$ cat config.mk
export PLATFORM = sky130hd
export DESIGN_NAME = md5_msg_padder
export DESIGN_NICKNAME = d
export VERILOG_FILES = /design/src/rtl/md5_msg_padder.sv
export SDC_FILE = /design/constraint.sdc
export NUM_CORES = 1
export LEC_CHECK = 0
export ABC_AREA = 1
export CAP_MARGIN = 20
export CELL_PAD_IN_SITES_DETAIL_PLACEMENT = 1
export CELL_PAD_IN_SITES_GLOBAL_PLACEMENT = 1
export CORE_MARGIN = 2
export CORE_UTILIZATION = 39
export CTS_CLUSTER_DIAMETER = 80
export DETAILED_ROUTE_END_ITERATION = 8
export PLACE_DENSITY_LB_ADDON = 0.08
export SKIP_LAST_GASP = 1
export SLEW_MARGIN = 15
export SYNTH_ARGS = -nofsm -noshare
export SYNTH_HDL_FRONTEND = slang
export SYNTH_SLANG_ARGS = --single-unit
$ cat constraint.sdc
create_clock -name clk -period 5.9 [get_ports clk]
set_clock_uncertainty 0.2 [all_clocks]
set_input_delay 0.59 -clock clk [delete_from_list [all_inputs] [get_ports clk]]
set_output_delay 0.59 -clock clk [all_outputs]
set_load 0.01 [all_outputs]
$ cat src/rtl/md5_msg_padder.sv
// MD5 message padder: packs a big-endian byte stream into little-endian 512-bit blocks,
// appends the 0x80 pad byte, zero fill and bit length, and sequences the core handshake.
module md5_msg_padder #(
  parameter int LEN_W = 61
) (
  input  logic         clk,
  input  logic         reset,
  input  logic         in_valid,
  output logic         in_ready,
  input  logic [31:0]  in_data,
  input  logic         in_last,
  input  logic [2:0]   in_bytes,
  output logic         core_init,
  output logic         core_next,
  output logic [511:0] core_block,
  input  logic         core_ready,
  output logic         msg_done,
  output logic         busy
);

  typedef enum logic [2:0] {
    S_IDLE, S_FILL, S_PAD, S_LEN, S_ISSUE, S_WAIT, S_DONE
  } state_t;

  state_t             state_q;
  logic [31:0]        words_q [16];
  logic [4:0]         idx_q;
  logic [LEN_W-1:0]   cnt_q;
  logic               pad_fin_q, pend_q, need80_q, final_q, skip_q;
  logic               core_init_q, core_next_q, msg_done_q, busy_q;

  logic               beat_s, full_s;
  logic [4:0]         nf_d;
  logic [LEN_W-1:0]   cnt_d;
  logic [63:0]        bitlen_s;

  function automatic logic [31:0] le_word(input logic [31:0] d);
    le_word = {d[7:0], d[15:8], d[23:16], d[31:24]};
  endfunction

  // Keep the first n bytes, place 0x80 right after them, zero the rest.
  function automatic logic [31:0] pad_word(input logic [31:0] d, input logic [2:0] n);
    case (n)
      3'd0:    pad_word = 32'h0000_0080;
      3'd1:    pad_word = {16'h0000, 8'h80, d[31:24]};
      3'd2:    pad_word = {8'h00, 8'h80, d[23:16], d[31:24]};
      3'd3:    pad_word = {8'h80, d[15:8], d[23:16], d[31:24]};
      default: pad_word = le_word(d);
    endcase
  endfunction

  function automatic logic [63:0] bit_len(input logic [LEN_W-1:0] c);
    bit_len = 64'({c, 3'b000});
  endfunction

  assign in_ready  = (state_q == S_IDLE) || (state_q == S_FILL);
  assign beat_s    = in_valid && in_ready;
  assign full_s    = (in_bytes >= 3'd4);
  assign bitlen_s  = bit_len(cnt_q);
  assign core_init = core_init_q;
  assign core_next = core_next_q;
  assign msg_done  = msg_done_q;
  assign busy      = busy_q;

  // Next byte count and first free word index after the current beat.
  always_comb begin
    nf_d  = idx_q + (full_s ? 5'd2 : 5'd1);
    if (in_last) begin
      cnt_d = cnt_q + LEN_W'(in_bytes);
    end else begin
      cnt_d = cnt_q + LEN_W'(3'd4);
    end
  end

  // Block output is the word buffer, word 0 in the top lane.
  always_comb begin
    core_block = {512{1'b0}};
    for (int k = 0; k < 16; k++) begin
      core_block[511 - 32*k -: 32] = words_q[k];
    end
  end

  // Padder state machine.
  always_ff @(posedge clk) begin
    if (reset) begin
      state_q     <= S_IDLE;
      for (int k = 0; k < 16; k++) words_q[k] <= 32'h0000_0000;
      idx_q       <= 5'd0;
      cnt_q       <= {LEN_W{1'b0}};
      pad_fin_q   <= 1'b0;
      pend_q      <= 1'b0;
      need80_q    <= 1'b0;
      final_q     <= 1'b0;
      skip_q      <= 1'b0;
      core_init_q <= 1'b0;
      core_next_q <= 1'b0;
      msg_done_q  <= 1'b0;
      busy_q      <= 1'b0;
    end else begin
      core_init_q <= 1'b0;
      core_next_q <= 1'b0;
      msg_done_q  <= 1'b0;
      case (state_q)
        S_IDLE, S_FILL: begin
          if (beat_s) begin
            if (state_q == S_IDLE) begin
              core_init_q <= 1'b1;
              busy_q      <= 1'b1;
            end
            cnt_q <= cnt_d;
            if (!in_last) begin
              words_q[idx_q[3:0]] <= le_word(in_data);
              idx_q <= idx_q + 5'd1;
              if (idx_q == 5'd15) begin
                state_q     <= S_ISSUE;
                core_next_q <= 1'b1;
                final_q     <= 1'b0;
                pend_q      <= 1'b0;
              end else begin
                state_q <= S_FILL;
              end
            end else begin
              words_q[idx_q[3:0]] <= pad_word(in_data, in_bytes);
              // A full last word pushes the pad byte into the next word, possibly the next block.
              if (full_s && (idx_q != 5'd15)) begin
                words_q[idx_q[3:0] + 4'd1] <= 32'h0000_0080;
              end
              need80_q <= full_s && (idx_q == 5'd15);
              idx_q    <= nf_d;
              final_q  <= 1'b0;
              if (nf_d <= 5'd13) begin
                state_q   <= S_PAD;
                pad_fin_q <= 1'b1;
              end else if (nf_d == 5'd14) begin
                state_q <= S_LEN;
              end else if (nf_d == 5'd15) begin
                state_q   <= S_PAD;
                pad_fin_q <= 1'b0;
              end else begin
                state_q     <= S_ISSUE;
                core_next_q <= 1'b1;
                pend_q      <= 1'b1;
              end
            end
          end
        end
        S_PAD: begin
          words_q[idx_q[3:0]] <= need80_q ? 32'h0000_0080 : 32'h0000_0000;
          need80_q <= 1'b0;
          if (pad_fin_q && (idx_q >= 5'd13)) begin
            state_q <= S_LEN;
          end else if (!pad_fin_q && (idx_q >= 5'd15)) begin
            state_q     <= S_ISSUE;
            core_next_q <= 1'b1;
            pend_q      <= 1'b1;
          end else begin
            idx_q <= idx_q + 5'd1;
          end
        end
        S_LEN: begin
          words_q[14] <= bitlen_s[31:0];
          words_q[15] <= bitlen_s[63:32];
          final_q     <= 1'b1;
          state_q     <= S_ISSUE;
          core_next_q <= 1'b1;
        end
        S_ISSUE: begin
          skip_q  <= 1'b1;
          state_q <= S_WAIT;
        end
        S_WAIT: begin
          // The core's ready output lags core_next by a cycle, so skip one sample.
          if (skip_q) begin
            skip_q <= 1'b0;
          end else if (core_ready) begin
            idx_q <= 5'd0;
            if (final_q) begin
              state_q    <= S_DONE;
              msg_done_q <= 1'b1;
            end else if (pend_q) begin
              state_q   <= S_PAD;
              pad_fin_q <= 1'b1;
              pend_q    <= 1'b0;
            end else begin
              state_q <= S_FILL;
            end
          end else begin
            skip_q <= 1'b0;
          end
        end
        S_DONE: begin
          idx_q    <= 5'd0;
          cnt_q    <= {LEN_W{1'b0}};
          busy_q   <= 1'b0;
          final_q  <= 1'b0;
          pend_q   <= 1'b0;
          need80_q <= 1'b0;
          state_q  <= S_IDLE;
        end
        default: begin
          state_q <= S_IDLE;
        end
      endcase
    end
  end

endmodule

==> flow_summary.yaml <==
synthesis:
  ys_ff_latch: 590
  synth_cell_types: 46
  syn_area_per_cell_um2: 7.096
  synthCells: 3540
  synth-seq-area-share_pct: 47.02
  synth_flop_cell: "dfxtp_1"
  yosysWarnings: 0
  synth_nets: 3593
  syn_area_um2: 25120
  synth_edf_count: 0
  async_flop_share_pct: 0
floorplan:
  floorplan.die_area_um2: 66460
  die_y_um: 257.8
  die_w_um: 257.8
  initial_core_util_pct: 39.18
  fp-row-count: 93
  ios: 557
  core_area_um2: 64120
pwr:
  p_total_w: 0.01126
  p_clk_share_pct: 37.3
  leakage_nw: 12.34
  p_per_area_nw_per_um2: 334.5
  p_seq_share_pct: 40.0
  swShare_pct: 33.11
  irDropWorstVdd_v: 0.0002138
  internal_power_w: 0.007533
  switchingPower_w: 0.003729
  combPwrFrac_pct: 22.7
clock_tree:
  cts_setup_buffers: 0
  root_buffer: "clkbuf_16"
  clockBufferDepth: 3
  cts_buffers: 68
  cts_tree: "done"
  cts_resized: 0
  clk_pin_slew_ps: 60
  cts_hold_buf: 0
  clock_latency_ps: 610
  htreeDepth: 3
  cts.sinks: 590
grt:
  grt_pass1_vias: 27310
  grt_use_total_pct: 37.56
  antenna_found_initial: 6
  overflow: 0
  grt_pass1_wl_um: 185200
  grt_max_degree: 177
finish:
  fillers: 8021
  finalInstanceArea_um2: 33670
  final_layout_size_suffix_gt1_share_pct: 6.573
  syn2layout_area_growth_pct: 34.03
  nNetsFinal: 4054
critical_path:
  worstReg2RegEnd: "words_q[15][29]"
  cp_max_fo: 16
  rrSetupSlack_ps: 1940
  cp.required_ps: 6240
  r2r-start: "state_q[0]"
  worstSetupEndpointType: "register"
  start_kind: "input pin"
  worstSetupEndpoint: "words_q[4][18]"
  path_class: "in2reg"
  worstSetupStartpoint: "in_bytes[2]"
  reg2reg_depth: 12
  arrival_ps: 4640
sta:
  worst-slew-pin-transition_ps: 1189
  timing.slew.headroom_pct: 20.52
  grt_setup_unrepaired: "false"
  final-max-slew-violation-count: 0
  fmax_ghz: 0.2327
  setup_viol: 0
  fin_crit_ps: 4297
  holdWs_ps: 241.5
  fin_tns_setup_ps: 0
  min_period_over_period_pct: 72.83
  final.setup.worst_slack_ps: 1603
  hold_viol_final: 0
placed_design:
  place_ws_ps: 1124
  place_hpwl_um: 90610
  placement.io_buffers: 556
  place.gp.congestion: 0.9772
  placed_area_um2: 31450
min_path:
  hold_class: "reg2reg"
  min_from: "skip_q"
route:
  avgViaCountPerCell: 5.598
  dr.pass1.iters: 5
  detail-route-antenna-nets: 0
  drc: 0
  vias: 27470
  drt_wl_total_um: 128600
  wl_per_cell_um: 26.20
  drt_iter0_markers: 2103
flow_run:
  drv_cap: 0
outcome:
  status: "finished, final reports clean"
## critical path: stages
cell             delay [ps]
clkdlybuf4s50_1         840
inv_1                   840
nand3_1                 760
a41oi_4                1210
nand3_1                 190
a21oi_1                 180
## synthesized netlist by cell type (3+ instances only)
cell	n	area share (%)
nand2_1	1084	16
dfxtp_1	590	47
a21oi_1	525	10
nand3_1	259	5.2
nor2_1	242	3.6
inv_1	237	3.5
nand4_1	154	3.8
buf_2	150	3.0
o21ai_0	76	1.5
clkbuf_1	73	1.1
a31oi_1	12	0.30
buf_4	11	0.33
ha_1	11	0.55
nor3_1	11	0.22
nor2_2	9	0.22
o22ai_1	8	0.20
a41oi_1	7	0.24
nand3b_1	7	0.21
o211ai_1	7	0.21
o31ai_1	7	0.21
buf_1	6	0.090
nand2_2	6	0.15
nor2_4	6	0.27
inv_2	4	0.060
o21a_1	4	0.12
and2_1	3	0.075
nor3b_1	3	0.090
or2_2	3	0.075
## layer usage
layer	vias to the layer above	share of wire, %	wire [um]	global-route usage, %
met4	0	7.1	9071	24.71
met1	13480	40	51250	46.10
met5	-	0	0	0
met2	1150	47	60030	61.56
li1	12520	-	-	-
met3	325	6.4	8234	5.438
## logic make-up after synthesis
kind of cell | Yosys count | synth area share (%)
buffers and inverters | 484 | 8.173
AO/OA/AOI/OAI | 653 | 13.47
XOR/XNOR | 1 | 0.03487
AND/OR/NAND/NOR | 1799 | 30.60
adder cells (fa/ha/maj) | 13 | 0.7072
flip-flops | 590 | 47.02
## power groups by stage
stage | clock (W) | sequential (W) | combinational [W]
6_report | 0.00420 | 0.00450 | 0.00256
5_1_grt | 0.00441 | 0.00452 | 0.00269
4_1_cts | 0.00424 | 0.00449 | 0.00251
3_5_place_dp | 0 | 0.00458 | 0.00250
3_3_place_gp | 0 | 0.00457 | 0.00247
2_1_floorplan | 0 | 0.00463 | 0.00110
## cell type report
| type | instances | area, um^2 | share of cell area, % |
|---|---|---|---|
| Sequential cell | 590 | 11810 | 35.08 |
| Multi-Input combinational cell | 2466 | 11530 | 34.24 |
| Timing Repair Buffer | 632 | 6170 | 18.32 |
| Clock buffer | 98 | 1987 | 5.901 |
| Tap cell | 855 | 1070 | 3.177 |
| Inverter | 243 | 912.1 | 2.709 |
| Clock inverter | 18 | 176.4 | 0.5239 |
| Antenna cell | 6 | 15.01 | 0.04459 |
## how the worst min path moves through the flow
stage / end / slack [ps] / cells after the start
after floorplan: msg_done / 210 / 1
after global placement: msg_done / 230 / 1
after detailed placement: msg_done / 240 / 1
after CTS: msg_done / 240 / 1
after global routing: msg_done / 260 / 1
final: msg_done / 240 / 1
## placed cells by master (no fill, tap or decap), drive strengths merged, types with 6 or more instances in the layout
cell	instances
a21oi	525
clkbuf	98
o31ai	7
diode	6
nand3b	7
a31oi	12
a41oi	7
nand4	154
clkdlybuf4s50	555
buf	77
o22ai	8
clkinv	14
nand3	260
nor2	258
nand2	1092
o21ai	76
nor3	14
inv	244
dfxtp	590
o211ai	7
ha	11
## registers in the layout (all words and copies together) (netlist names)
| register | count |
|---|---|
| idx_q | 5 |
| core_next | 1 |
| busy | 1 |
| skip_q | 1 |
| core_init | 1 |
| final_q | 1 |
| msg_done | 1 |
| cnt_q | 61 |
| pend_q | 1 |
| need80_q | 1 |
| pad_fin_q | 1 |
| words_q | 512 |
| state_q | 3 |
## per-stage QoR
| stage | util, % | cells |
|---|---|---|
| after floorplan | - | 3540 |
| after global placement | 49.03 | 4782 |
| after detailed placement | 49.05 | 4783 |
| after CTS | 52.43 | 4899 |
| after global routing | 52.52 | 4908 |
| final | 52.52 | 4908 |
(Power assumes the default switching activity.)
